[src/rtl/ci74153_pkg.sv]
// ci74153_pkg: shared constants and types for the 4-channel TDM reader.
//   NUM_CH    - number of time-multiplexed channels behind the selector
//   SEL_W     - width of the selector address
//   slot_t    - slot / selector address type
//   SLOT_LAST - final slot of a scan before it wraps to 0
package ci74153_pkg;

    localparam int NUM_CH = 4;
    localparam int SEL_W  = 2;

    typedef logic [SEL_W-1:0] slot_t;

    localparam slot_t SLOT_LAST = 2'd3;

endpackage

[src/rtl/ci74153_chan_shift.sv]
// ci74153_chan_shift: one channel's W-bit deserialiser (MSB arrives first).
//   clk_in  - clock, rising edge
//   clr     - synchronous clear, dominates load_en
//   load_en - shift bit_in into the LSB this edge
//   bit_in  - serial bit from the selector
//   q       - current shift register contents
module ci74153_chan_shift #(
    parameter int W = 8
) (
    input  logic         clk_in,
    input  logic         clr,
    input  logic         load_en,
    input  logic         bit_in,
    output logic [W-1:0] q
);

    always_ff @(posedge clk_in) begin
        if (clr) begin
            q <= '0;
        end else if (load_en) begin
            q <= {q[W-2:0], bit_in};
        end
    end

endmodule

[src/rtl/ci74153_tdm_reader.sv]
// ci74153_tdm_reader: receive end of a 4-channel TDM link built on a 4:1
// selector. Scans the selector, deserialises the returned bit into four
// W-bit channel words and offers each completed frame downstream.
//   clk_in       - clock, all state on rising edge
//   rst_in       - synchronous active-high reset
//   en_in        - scan enable; one slot sampled per enabled cycle
//   y_in         - selector output bit
//   sel_out      - selector channel address (registered slot counter)
//   strobe_n_out - selector strobe, active-low, = ~en_in
//   data_out     - frame, channel c at [W*c+W-1 : W*c]
//   valid_out    - data_out holds an unconsumed frame
//   ready_in     - consumer accepts data_out
//   overrun_out  - sticky: a completed frame was dropped
//
// Handshake: a frame moves downstream on any edge where valid_out and
// ready_in are both 1. data_out never changes while valid_out=1 and
// ready_in=0; a frame completing in that state is dropped and flagged on
// overrun_out. A completing frame may replace one being consumed on the
// same edge, so valid_out stays high across back-to-back transfers.
module ci74153_tdm_reader
    import ci74153_pkg::*;
#(
    parameter int W = 8
) (
    input  logic            clk_in,
    input  logic            rst_in,
    input  logic            en_in,
    input  logic            y_in,
    output logic [1:0]      sel_out,
    output logic            strobe_n_out,
    output logic [4*W-1:0]  data_out,
    output logic            valid_out,
    input  logic            ready_in,
    output logic            overrun_out
);

    localparam int BIT_W = (W > 1) ? $clog2(W) : 1;
    localparam logic [BIT_W-1:0] BIT_LAST = BIT_W'(W - 1);

    slot_t            slot_q;
    logic [BIT_W-1:0] bit_q;
    logic [W-1:0]     shreg [NUM_CH];
    logic             frame_done;
    logic             xfer;
    logic [4*W-1:0]   candidate;

    assign sel_out      = slot_q;
    assign strobe_n_out = ~en_in;
    assign xfer         = valid_out & ready_in;
    assign frame_done   = en_in & (slot_q == SLOT_LAST) & (bit_q == BIT_LAST);

    // Channel 3's final bit is still on y_in at the completing edge, so it
    // is spliced in here rather than read back from its register.
    assign candidate = {shreg[3][W-2:0], y_in, shreg[2], shreg[1], shreg[0]};

    for (genvar c = 0; c < NUM_CH; c++) begin : g_chan
        ci74153_chan_shift #(.W(W)) u_shift (
            .clk_in  (clk_in),
            .clr     (rst_in),
            .load_en (en_in && (slot_q == slot_t'(c))),
            .bit_in  (y_in),
            .q       (shreg[c])
        );
    end

    // Slot wraps naturally; bit counter wraps explicitly at W-1.
    always_ff @(posedge clk_in) begin
        if (rst_in) begin
            slot_q <= '0;
            bit_q  <= '0;
        end else if (en_in) begin
            slot_q <= slot_q + slot_t'(1);
            if (slot_q == SLOT_LAST) begin
                bit_q <= (bit_q == BIT_LAST) ? '0 : bit_q + BIT_W'(1);
            end
        end
    end

    always_ff @(posedge clk_in) begin
        if (rst_in) begin
            data_out    <= '0;
            valid_out   <= 1'b0;
            overrun_out <= 1'b0;
        end else if (frame_done) begin
            if (!valid_out || ready_in) begin
                data_out  <= candidate;
                valid_out <= 1'b1;
            end else begin
                overrun_out <= 1'b1;
            end
        end else if (xfer) begin
            valid_out <= 1'b0;
        end
    end

endmodule

[config.mk]
export PLATFORM = sky130hd
export DESIGN_NAME = ci74153_tdm_reader
export DESIGN_NICKNAME = d
export VERILOG_FILES = /design/src/rtl/ci74153_pkg.sv /design/src/rtl/ci74153_chan_shift.sv /design/src/rtl/ci74153_tdm_reader.sv
export SDC_FILE = /design/constraint.sdc
export NUM_CORES = 1
export LEC_CHECK = 0
export ABC_AREA = 1
export CORE_ASPECT_RATIO = 1.4
export CORE_MARGIN = 2
export CORE_UTILIZATION = 47
export DETAILED_ROUTE_END_ITERATION = 12
export PLACE_DENSITY = 0.74
export SLEW_MARGIN = 30
export SYNTH_ARGS = -nofsm -noshare
export SYNTH_HDL_FRONTEND = slang
export SYNTH_SLANG_ARGS = --single-unit
export TNS_END_PERCENT = 30
[constraint.sdc]
create_clock -name clk_in -period 1.28 [get_ports clk_in]
set_clock_uncertainty 0.1 [all_clocks]
set_input_delay 0.256 -clock clk_in [delete_from_list [all_inputs] [get_ports clk_in]]
set_output_delay 0.256 -clock clk_in [all_outputs]
set_load 0.05 [all_outputs]
# --- Word level (Yosys, flattened, before mapping) ---
# Cells that the tools add are included.
word_totals:
  word_cells: 37
  ff_bits: 70
  out_inout_bits: 37
  in_bits: 5
classes:
  eq_ne: 5
  n_addsub: 2
  n_reduce_logical: 12
  n_bitwise: 5
  n_mux: 4
ops:
  columns: ["operator", "count"]
  rows:
  - ["$reduce_and A2 Y1", 4]
  - ["$eq A2 B2 Y1 const B", 2]
  - ["$logic_and A1 B1 Y1", 4]
  - ["$add A3 B1 Y3 const B", 1]
  - ["$and A1 B1 Y1", 3]
  - ["$eq A3 B3 Y1 const B", 1]
  - ["$mux W1", 3]
  - ["$mux W3", 1]
  - ["$add A2 B1 Y2 const B", 1]
  - ["$eq A2 B1 Y1 const B", 1]
  - ["$logic_not A2 Y1", 1]
  - ["$ne A2 B1 Y1 const B", 1]
  - ["$not A1 Y1", 2]
  - ["$reduce_bool A2 Y1", 1]
  - ["$logic_not A1 Y1", 1]
  - ["$logic_or A1 B1 Y1", 1]

# --- Logic depth before layout (Yosys ltp) ---
depth:
  ltp_word: 5
  depth_mapped: 8
  depth_no_buf: 7

# --- Modules after synthesis ---
# From an unflattened synthesis, not the netlist that was laid out.
unflattened:
  hier_cells: 458
  hier_area_um2: 3111.7
by_module_without_submodules:
  columns: ["module", "n_inst", "seq_area_each_um2", "area_each_um2", "cells_each"]
  rows:
  - ["ci74153_tdm_reader", 1, 780.7, 1745.4, 254]
  - ["ci74153_chan_shift", 4, 160.2, 341.6, 51]

# --- Worst setup path after synthesis ---
# No wires, ideal clock.
synth_path:
  kind: "flip-flop to flip-flop"
  start: "reg slot_q[1] (netlist: sel_out[1])"
  end: "reg data_out[13]"
  arrival_time_ps: 1515
  synth_period_minus_slack_ps: 1729
  stages_incl_launch_ff: 8
  setup_time_ps: 114
  n_path_buf: 1
  slack_ps: -449
  required_ps: 1066
  cell_sequence: "dfxtp_1 > ha_1 > nand2_2 > nor2_4 > buf_4 > nand3_1 > nand2_1 > nor2_1"
synth_between:
  elab_chain_len: 4
synth_rtl:
  columns: ["element", "line_no", "source"]
  rows:
  - ["from (decl)", "ci74153_tdm_reader.sv:40", "slot_t slot_q;"]
  - ["from (signal assigned)", "ci74153_tdm_reader.sv:72", "slot_q <= slot_q + slot_t'(1);"]
  - ["$eq A2 B2 Y1", "ci74153_tdm_reader.sv:50", "assign frame_done = en_in & (slot_q == SLOT_LAST) & (bit_q == BIT_LAST);"]
  - ["$and A1 B1 Y1 (2 in series)", "ci74153_tdm_reader.sv:50", null]
  - ["$reduce_and A2 Y1 (no line)", null, null]
  - ["to (signal assigned)", "ci74153_tdm_reader.sv:86", "data_out <= candidate;"]
  - ["to (decl)", "ci74153_tdm_reader.sv:31", "output logic [4*W-1:0] data_out,"]
# Every way passes these cells.
# A chain may end at the register's enable or synchronous reset.

# --- Worst setup path in the final report ---
layout_path:
  start: "reg bit_q[0]"
  end: "reg data_out[13]"
layout_between:
  elab_chain_len: 3
layout_rtl:
  columns: ["element", "line_no", "source"]
  rows:
  - ["from (decl)", "ci74153_tdm_reader.sv:41", "logic [BIT_W-1:0] bit_q;"]
  - ["from (signal assigned)", "ci74153_tdm_reader.sv:74", "bit_q <= (bit_q == BIT_LAST) ? '0 : bit_q + BIT_W'(1);"]
  - ["$eq A3 B3 Y1", "ci74153_tdm_reader.sv:50", null]
  - ["$and A1 B1 Y1", "ci74153_tdm_reader.sv:50", null]
  - ["$reduce_and A2 Y1 (no line)", null, null]
# Every way passes these cells.

==> flow_metrics.env <==
export IMPL_ys_flop_type="dfxtp_1"
export IMPL_rows=32
export IMPL_clock_sinks=70
export IMPL_max_slew_margin_rel=0.792
export IMPL_die_h_um=93.7
export IMPL_clkTransAtPathRegs_ns=0.07
export IMPL_num_vias=2420
export IMPL_timing_rr_start="bit_q[0]"
export IMPL_synth_seq_area_share=0.519
export IMPL_cp_arrival_ns=1.65
export IMPL_yosysWarnings=0
export IMPL_remaining_drc_errors=0
export IMPL_grt_overflow=0
export IMPL_rsz0062_at_grt="true"
export IMPL_hpwl_mm=3.60
export IMPL_multi_input_area_um2=1110
export IMPL_timing_final_crit_share=1.18
export IMPL_hp_class="reg -> reg"
export IMPL_io_buffer_count=41
export IMPL_vias_per_cell=5.04
export IMPL_timing_final_ws_setup_ns=-0.225
export IMPL_synth_edf_count=0
export IMPL_ys_ff_latch=70
export IMPL_fin_cells=480
export IMPL_drtPass1Iterations=4
export IMPL_place_inst=458
export IMPL_nets=419
export IMPL_max_cap_violations=0
export IMPL_rr_worst_depth=9
export IMPL_yosys_top_cells_area="dfxtp_1 52%, nor2_1 9.9%, a21oi_1 6.7%, o21ai_0 6.5%, nand3_1 6.1%"
export IMPL_cts_buffers=9
export IMPL_async_reset_ff_frac=0
export IMPL_fin_util=0.743
export IMPL_routabilityCongestion=0.808
export IMPL_grt_max_degree=41
export IMPL_synth_fp_nets=363
export IMPL_synth_common_cells="71 x nor2_1, 70 x dfxtp_1, 40 x inv_1"
export IMPL_worstReg2RegEnd="data_out[13]"
export IMPL_core_area_um2=5530
export IMPL_period_minus_slack_ns=1.51
export IMPL_grt_pass1_wl_mm=10.3
export IMPL_status="finished with violations"
export IMPL_track_usage=0.216
export IMPL_cts_hold_fix_buffers=0
export IMPL_p_leak_nw=1.62
export IMPL_crit_slowest_cell="dfxtp_2"
export IMPL_placedInstanceArea_um2=3740
export IMPL_crit_required_ns=1.42
export IMPL_postRouteAntennaNets=0
export IMPL_die_area_um2=6380
export IMPL_grt_pass1_vias=2319
export IMPL_fillCellCount=361
export IMPL_totalPowerFinal_w=0.00431
export IMPL_yosys_area_top_type_share=0.519
export IMPL_slew_viol_final=0
export IMPL_crit_top_cell="ha_4"
export IMPL_worst_pin_slew_ns=0.311
export IMPL_hp_start="g_chan[3].u_shift.q[6]"
export IMPL_max_stage_delay_ns=0.36
export IMPL_netlist_area_um2=2700
export IMPL_antenna_found_initial=0
export IMPL_peakVddDrop_v=0.000732
export IMPL_whs_path_depth=2
export IMPL_drtIter0Drc=222
export IMPL_power_density_nw_per_um2=1050
export IMPL_syn2layout_area_growth_pct=52.0
export IMPL_clock_fmax_mhz=664
export IMPL_register_area_um2=1420
export IMPL_h_tree_depth=3
export IMPL_clock_root_buffer="clkbuf_8"
export IMPL_stdcell_area_um2=4110
export IMPL_clkLatencyLatePin_ns=0.34
export IMPL_die_w_um=68.1
export IMPL_cts_tree="built"
export IMPL_path_max_fanout=16
export IMPL_antennaDiodeCount=0
export IMPL_synth_top_area_cell="dfxtp_1"
export IMPL_violations="setup timing"
export IMPL_post_place_ws_ns=-0.446
export IMPL_cts_buffer_depth=2
export IMPL_avgSynthCellArea_um2=7.67
export IMPL_start_util=0.489
export IMPL_finalSetupViolCount=39
export IMPL_critPathKind="reg -> reg"
export IMPL_worstPathCellList="ha_4, ha_4, buf_6, inv_4, nor2_4, buf_12, nand3_1, nand2_1, nor2_1"
export IMPL_hold_viol_final=0
export IMPL_worstHoldEndpoint="g_chan[3].u_shift.q[6]"
export IMPL_drive_gt1_frac=0.255
export IMPL_yosysUniqueCellTypes=17
export IMPL_routedWlPerCell_um=12.5
export IMPL_regToRegSetupSlack_ns=-0.23
export IMPL_syn_inst=352
export IMPL_yosys_cell_count_top_type="nor2_1"
export IMPL_wirelength_mm=5.98
export IMPL_io_pins=42
export IMPL_start_kind="register"
export IMPL_cp_end_kind="register"
## critical path: cells and delay by family, from the launching register on
kind	cells	cell delay [ns]
buffers and inverters	3	0.31
adders and majority gates	2	0.28
and+or+nand+nor	4	0.36
DFF	1	0.36
## report_power, final
group	switching, W	leakage, nW	internal [W]
Combinational	0.000201	0.955	0.000153
Clock	0.000792	0.0931	0.000887
Sequential	0.0000382	0.573	0.00224
Total	0.00103	1.62	0.00328
## registers in the layout (all words and copies together) (netlist names)
register and cells:
sel_out 2, g_chan.u_shift.q 31, overrun_out 1, bit_q 3, data_out 32, valid_out 1
## area by class of cell
cell class              instances  share of cell area
flip-flops and latches         70               0.346
repair buffers                 65               0.282
multi-input cells             222               0.271
inverters                      40              0.0372
clock buffers                  11              0.0320
well taps                      68              0.0207
clock inverters                 4              0.0119
## what timing repair did
action	CTS	global route
pin swaps	7	0
endpoints found under the hold margin	0	0
gates resized for setup	23	23
gates cloned	2	0
setup buffers	5	0
endpoints found under the setup margin	60	79
## routing by layer
layer  share of wire  global-route usage
met1            0.40               0.249
met4           0.027              0.0883
met2            0.51               0.355
met3           0.056              0.0791
met5               0                   0
## cell families (layout without fill, tap and decap cells)
family	Yosys count	count (layout)	synth area share
buf+inv	60	120	0.0982
fa+ha+maj	6	6	0.0278
compound gates	71	71	0.132
simple gates	145	145	0.224
flops	70	70	0.519
## per-stage QoR
stage | hold WS, ns | TNS, ns
after floorplan | 0.218 | -3.64
after global placement | 0.339 | -24.81
after detailed placement | 0.346 | -27.04
after CTS | 0.357 | -5.04
after global routing | 0.385 | -9.39
final | 0.356 | -6.05
## how the worst max path moves through the flow
stage / start / end / slack, ns / depth (start not counted)
after floorplan: sel_out[1] / data_out[13] / -0.09 / 7
after global placement: en_in / data_out[6] / -0.41 / 7
after detailed placement: en_in / data_out[18] / -0.45 / 7
after CTS: bit_q[1] / data_out[25] / -0.17 / 9
after global routing: bit_q[1] / data_out[25] / -0.31 / 9
final: bit_q[0] / data_out[13] / -0.23 / 9
## cells in the final DEF (no fill, tap or decap), types with 4 or more instances in the layout
master    instances
inv_1            35
buf_4             7
dfxtp_1          60
nand2_1          35
nor2_2            4
inv_2             4
a21oi_1          36
dfxtp_2           8
o21ai_0          24
buf_12           48
clkbuf_8          9
nand3_1          32
nor2_1           67
o21ai_1          11
Note: power is estimated with default switching activity, not from simulation.
